$ cat src/rtl/wr_capture_pkg.sv
// Shared types and default sizing for the accelerator write-capture path.
// Imported by wr_capture_buffer and wr_capture_ram.
package wr_capture_pkg;

   localparam int WR_DATA_W = 21;
   localparam int WR_DEPTH  = 32;

   typedef enum logic [1:0] {
      IDLE     = 2'd0,
      CAPTURE  = 2'd1,
      COMPLETE = 2'd2
   } state_t;

endpackage

$ cat src/rtl/wr_capture_ram.sv
// Capture storage: one synchronous write port, one synchronous read port.
// No reset; the read register holds until the next read enable.
module wr_capture_ram
   import wr_capture_pkg::*;
#(
   parameter int DATA_W = WR_DATA_W,
   parameter int DEPTH  = WR_DEPTH,
   parameter int ADDR_W = $clog2(DEPTH)
) (
   input  logic              clk,
   input  logic              we,
   input  logic [ADDR_W-1:0] waddr,
   input  logic [DATA_W-1:0] wdata,
   input  logic              re,
   input  logic [ADDR_W-1:0] raddr,
   output logic [DATA_W-1:0] rdata
);

   logic [DATA_W-1:0] mem [DEPTH];

   always_ff @(posedge clk) begin
      if (we)
         mem[waddr] <= wdata;
      if (re)
         rdata <= mem[raddr];
   end

endmodule

$ cat src/rtl/wr_capture_buffer.sv
// Captures accelerator write beats between start and done, then replays them in order.
// Optional WR_CAPTURE_CHECKSUM_EN adds an XOR checksum of the stored words.
module wr_capture_buffer
   import wr_capture_pkg::*;
#(
   parameter int DATA_W = WR_DATA_W,
   parameter int DEPTH  = WR_DEPTH,
   parameter int ADDR_W = $clog2(DEPTH)
) (
   input  logic              clk,
   input  logic              rst,
   input  logic              start,
   input  logic              wr_req,
   input  logic [DATA_W-1:0] wr_data,
   input  logic              done,
   input  logic              rd_req,
   output logic              rd_valid,
   output logic [DATA_W-1:0] rd_data,
   output logic              rd_empty,
   output logic [ADDR_W:0]   word_count,
   output logic              overflow,
`ifdef WR_CAPTURE_CHECKSUM_EN
   output logic [DATA_W-1:0] checksum,
`endif
   output logic              capture_done
);

   localparam logic [ADDR_W:0] FULL = (ADDR_W+1)'(DEPTH);

   state_t            state, state_nx;
   logic [ADDR_W-1:0] wr_ptr;
   logic [ADDR_W:0]   rd_ptr;
   logic              wr_en, rd_en, ovf_set;
   logic              rd_seen;
   logic [DATA_W-1:0] ram_q;
   logic              full, drained;

   assign full    = (word_count == FULL);
   assign drained = (rd_ptr == word_count);

   always_comb begin
      state_nx = state;
      wr_en    = 1'b0;
      rd_en    = 1'b0;
      ovf_set  = 1'b0;
      if (start) begin
         state_nx = CAPTURE;
      end else begin
         unique case (state)
            CAPTURE: begin
               wr_en   = wr_req && !full;
               ovf_set = wr_req && full;
               if (done)
                  state_nx = COMPLETE;
            end
            COMPLETE: rd_en = rd_req && !drained;
            default: ;
         endcase
      end
   end

   always_ff @(posedge clk or negedge rst) begin
      if (!rst) begin
         state      <= IDLE;
         wr_ptr     <= '0;
         rd_ptr     <= '0;
         word_count <= '0;
         overflow   <= 1'b0;
         rd_valid   <= 1'b0;
         rd_seen    <= 1'b0;
      end else begin
         state    <= state_nx;
         rd_valid <= rd_en;
         if (start) begin
            wr_ptr     <= '0;
            rd_ptr     <= '0;
            word_count <= '0;
            overflow   <= 1'b0;
         end else begin
            if (wr_en) begin
               wr_ptr     <= wr_ptr + 1'b1;
               word_count <= word_count + 1'b1;
            end
            if (ovf_set)
               overflow <= 1'b1;
            if (rd_en) begin
               rd_ptr  <= rd_ptr + 1'b1;
               rd_seen <= 1'b1;
            end
         end
      end
   end

`ifdef WR_CAPTURE_CHECKSUM_EN
   always_ff @(posedge clk or negedge rst) begin
      if (!rst)
         checksum <= '0;
      else if (start)
         checksum <= '0;
      else if (wr_en)
         checksum <= checksum ^ wr_data;
   end
`endif

   wr_capture_ram #(
      .DATA_W (DATA_W),
      .DEPTH  (DEPTH),
      .ADDR_W (ADDR_W)
   ) u_ram (
      .clk   (clk),
      .we    (wr_en),
      .waddr (wr_ptr),
      .wdata (wr_data),
      .re    (rd_en),
      .raddr (rd_ptr[ADDR_W-1:0]),
      .rdata (ram_q)
   );

   // RAM has no reset; mask its output until a word has actually been read.
   assign rd_data      = rd_seen ? ram_q : '0;
   assign capture_done = (state == COMPLETE);
   assign rd_empty     = capture_done && drained;

endmodule

$ cat config.mk
export PLATFORM = sky130hd
export DESIGN_NAME = wr_capture_buffer
export DESIGN_NICKNAME = d
export VERILOG_FILES = /design/src/rtl/wr_capture_pkg.sv /design/src/rtl/wr_capture_ram.sv /design/src/rtl/wr_capture_buffer.sv
export SDC_FILE = /design/constraint.sdc
export NUM_CORES = 1
export LEC_CHECK = 0
export CAP_MARGIN = 40
export CORE_ASPECT_RATIO = 1.1
export CORE_MARGIN = 4
export CORE_UTILIZATION = 66
export CTS_CLUSTER_DIAMETER = 200
export DETAILED_ROUTE_END_ITERATION = 8
export MAX_ROUTING_LAYER = met4
export PLACE_DENSITY = 0.84
export SLEW_MARGIN = 10
export SYNTH_ARGS = -nofsm -noshare
export SYNTH_HDL_FRONTEND = slang
export SYNTH_HIERARCHICAL = 1
export SYNTH_SLANG_ARGS = --single-unit
$ cat constraint.sdc
create_clock -name clk -period 8 [get_ports clk]
set_clock_uncertainty 0.1 [all_clocks]
set_input_delay 1.6 -clock clk [delete_from_list [all_inputs] [get_ports clk]]
set_output_delay 1.6 -clock clk [all_outputs]
set_load 0.02 [all_outputs]
==> flow_metrics.py <==
metrics = {
    "synth": {
        "synth_area_mm2": 0.0283,
        "synthArstFlopShare_pct": 3.08,
        "ys_seq_area_share_pct": 75.4,
        "avgSynthCellArea_um2": 17.4,
        "yosysWarnings": 6,
        "synth_edf_count": 693,
        "synthCells": 1624,
        "syn-num-nets": 1655,
        "synth_cell_types": 48,
        "ys_seq_elements": 715,
        "synth-main-ff-cell": "edfxtp_1",
    },
    "global_route": {
        "globalRouteTotalUtil_pct": 31.0,
        "antenna_found_initial": 3,
        "grt_pass1_vias": 15600,
        "grt_max_degree": 64,
        "grt_first_pass_wirelength_um": 101000,
        "overflow": 0,
    },
    "cts": {
        "cts_setup_buffers": 0,
        "ctsResizeCount": 0,
        "htreeDepth": 3,
        "cts_buffers": 68,
        "cts_sinks": 715,
        "worst_skew_pair.late_latency_ns": 0.59,
        "clkTransAtPathRegs_ns": 0.06,
        "cts-root-buf": "clkbuf_16",
        "cts_hold_buf": 0,
        "cts_tree": "done",
        "cts_buffer_depth": 3,
    },
    "setup_path": {
        "crit_fanout": 54,
        "worst-setup-path-type": "register to primary output",
        "timing.rr.end": "u_ram/rdata[8]$_DFFE_PP_",
        "cp.required_ns": 6.30,
        "cp-startpoint": "rd_ptr[0]$_DFFE_PN0P_",
        "start_kind": "register",
        "crit_arrival_ns": 3.11,
        "cp_cell_sequence": "xor2_1 -> nor4_4 -> and3_2 -> clkdlybuf4s50_1",
        "timing.rr.start": "rd_ptr[0]$_DFFE_PN0P_",
        "reg2regPathDepth": 7,
        "cpMaxStageDelayCell": "dfrtp_4",
        "cp-endpoint": "rd_empty",
        "max_stage_delay_ns": 1.01,
        "regToRegSetupSlack_ns": 4.06,
        "endpoint_kind": "primary output",
    },
    "floorplan": {
        "die_area_mm2": 0.0463,
        "chipHeight_um": 225,
        "dieWidth_um": 206,
        "core_area_mm2": 0.0424,
        "row_count": 79,
        "num_io_pins": 58,
        "initial_core_util_pct": 66.8,
    },
    "power": {
        "ir_drop_mv": 0.152,
        "p_leak_nw": 9.85,
        "total_power_mw": 7.53,
        "cellPowerDensity_mw_per_mm2": 235,
    },
    "placement": {
        "dpl.hpwl_um": 40700,
        "dp_cells": 2219,
        "place.gp.congestion": 0.847,
        "port_buffers": 57,
    },
    "timing": {
        "setup_viol": 0,
        "rsz0062_at_grt": "no",
        "maxSlewHeadroom_pct": 39.7,
        "max_freq_ghz": 0.208,
        "post-route-min-period_ns": 4.81,
        "tightest_slew_ns": 0.905,
        "period_share_pct": 60.2,
        "fin_tns_setup_ns": 0,
        "hold_slack_ns": 0.450,
        "hold_viol": 0,
        "slew_violations": 0,
    },
    "drt": {
        "routed_wl_um": 69200,
        "ant_nets": 0,
        "dr.pass1.iters": 6,
        "route.vias.total": 15900,
        "drt_first_iter_violations": 2477,
        "drc": 0,
        "wl_met3_um": 8710,
        "wl_met2_um": 33200,
        "routedWlPerCell_um": 29.5,
        "met1_length_um": 24500,
        "topRoutingLayerUsed": "met4",
        "via_per_inst": 6.79,
    },
    "cells_and_area": {
        "areaGrowthSynthToFinish_pct": 13.0,
        "layout.nets": 1755,
        "nFillCells": 2211,
        "final_common_cell": "edfxtp_1",
        "final_cell_mix": "693 x edfxtp_1, 339 x mux2i_1, 84 x a22oi_1",
        "drive_above_1_share_pct": 12.3,
        "finalNonFillerCells": 2343,
    },
    "run": {
        "cap_violations": 0,
    },
    "hold_path": {
        "hold_path_class": "register to register",
    },
    "run_status": {
        "status": "finished, final reports clean",
    },
}
## registers in the layout (all words and copies together) (netlist names)
register     flops
overflow         1
rd_ptr           6
rd_seen          1
rd_valid         1
state            2
u_ram/mem      672
u_ram/rdata     21
word_count       6
wr_ptr           5
## report_power, final
part | switching [mW] | internal [mW] | total [mW]
combinational | 0.164 | 0.0795 | 0.243
clock | 1.33 | 1.82 | 3.15
sequential | 0.0178 | 4.12 | 4.13
## layer usage
metal,vias to the layer above,GRT usage (%)
met5,-,-
met1,7858,42.0
met3,188,6.15
met4,0,12.1
li1,6632,-
met2,1232,47.6
## layout make-up
type | count | area, µm² | share of cell area, %
repair buffers | 122 | 1310 | 4.10
well taps | 567 | 709 | 2.22
clock buffers | 82 | 1830 | 5.71
clock inverters | 37 | 348 | 1.09
diodes | 3 | 7.51 | 0.0235
inverters | 5 | 18.8 | 0.0586
multi-input cells | 812 | 6420 | 20.1
flip-flops and latches | 715 | 21400 | 66.7
## worst max-delay path, delay by kind of cell, from the launching register on
kind          cells  cell delay (ns)
simple gates      2             0.66
xor+xnor          1             0.23
buf+inv           1             0.62
flops             1             1.01
## stage by stage
stage / utilization [%] / worst slack (ns) / cell area [µm²]
3_3_place_gp: 69.0 / 2.90 / 29300
2_1_floorplan: - / 3.61 / 28300
6_report: 75.5 / 3.19 / 32000
5_1_grt: 75.5 / 3.04 / 32000
4_1_cts: 75.4 / 3.17 / 32000
3_5_place_dp: 70.2 / 2.99 / 29800
## synth_stat cells (2+ instances only)
library cell | number | area share (%)
edfxtp_1 | 693 | 73
mux2i_1 | 339 | 12
a22oi_1 | 84 | 2.2
nor2_1 | 54 | 0.72
nand2_1 | 47 | 0.62
a21oi_1 | 46 | 0.81
nand3_1 | 45 | 0.80
a22o_1 | 42 | 1.3
clkbuf_1 | 35 | 0.46
nand4_1 | 27 | 0.60
and2_1 | 24 | 0.53
buf_6 | 23 | 0.91
dfrtp_1 | 22 | 1.9
a31oi_1 | 21 | 0.46
nor3_1 | 21 | 0.37
xor2_1 | 14 | 0.43
buf_2 | 13 | 0.23
buf_4 | 10 | 0.26
buf_1 | 5 | 0.066
inv_1 | 5 | 0.066
nand3b_1 | 5 | 0.13
nor2b_1 | 5 | 0.11
ha_1 | 4 | 0.18
mux2_1 | 4 | 0.16
buf_8 | 3 | 0.16
nand2b_1 | 3 | 0.066
o211ai_1 | 3 | 0.079
or3b_2 | 3 | 0.093
a211oi_1 | 2 | 0.053
and2b_2 | 2 | 0.062
and3_1 | 2 | 0.044
clkbuf_4 | 2 | 0.053
## worst min path at each step
stage | from | endpoint | depth (start not counted)
floorplan | state[1]$_DFFE_PN0P_ | state[1]$_DFFE_PN0P_ | 2
global placement | overflow$_DFFE_PN0P_ | overflow$_DFFE_PN0P_ | 2
detailed placement | overflow$_DFFE_PN0P_ | overflow$_DFFE_PN0P_ | 2
CTS | overflow$_DFFE_PN0P_ | overflow$_DFFE_PN0P_ | 2
global route | overflow$_DFFE_PN0P_ | overflow$_DFFE_PN0P_ | 2
finish | overflow$_DFFE_PN0P_ | overflow$_DFFE_PN0P_ | 2
## cells by family (layout without fill, tap and decap cells)
family / Yosys count / count (layout) / synth area share [%]
buffers and inverters: 97 / 246 / 2.29
adder cells (fa/ha/maj): 4 / 4 / 0.177
AND/OR/NAND/NOR: 246 / 246 / 4.41
XOR/XNOR: 15 / 15 / 0.464
AO/OA/AOI/OAI: 203 / 203 / 5.07
flip-flops: 715 / 715 / 75.4
multiplexers: 344 / 344 / 12.2
other: 0 / 3 / 0
No activity file was read; power rests on OpenSTA's default activity.
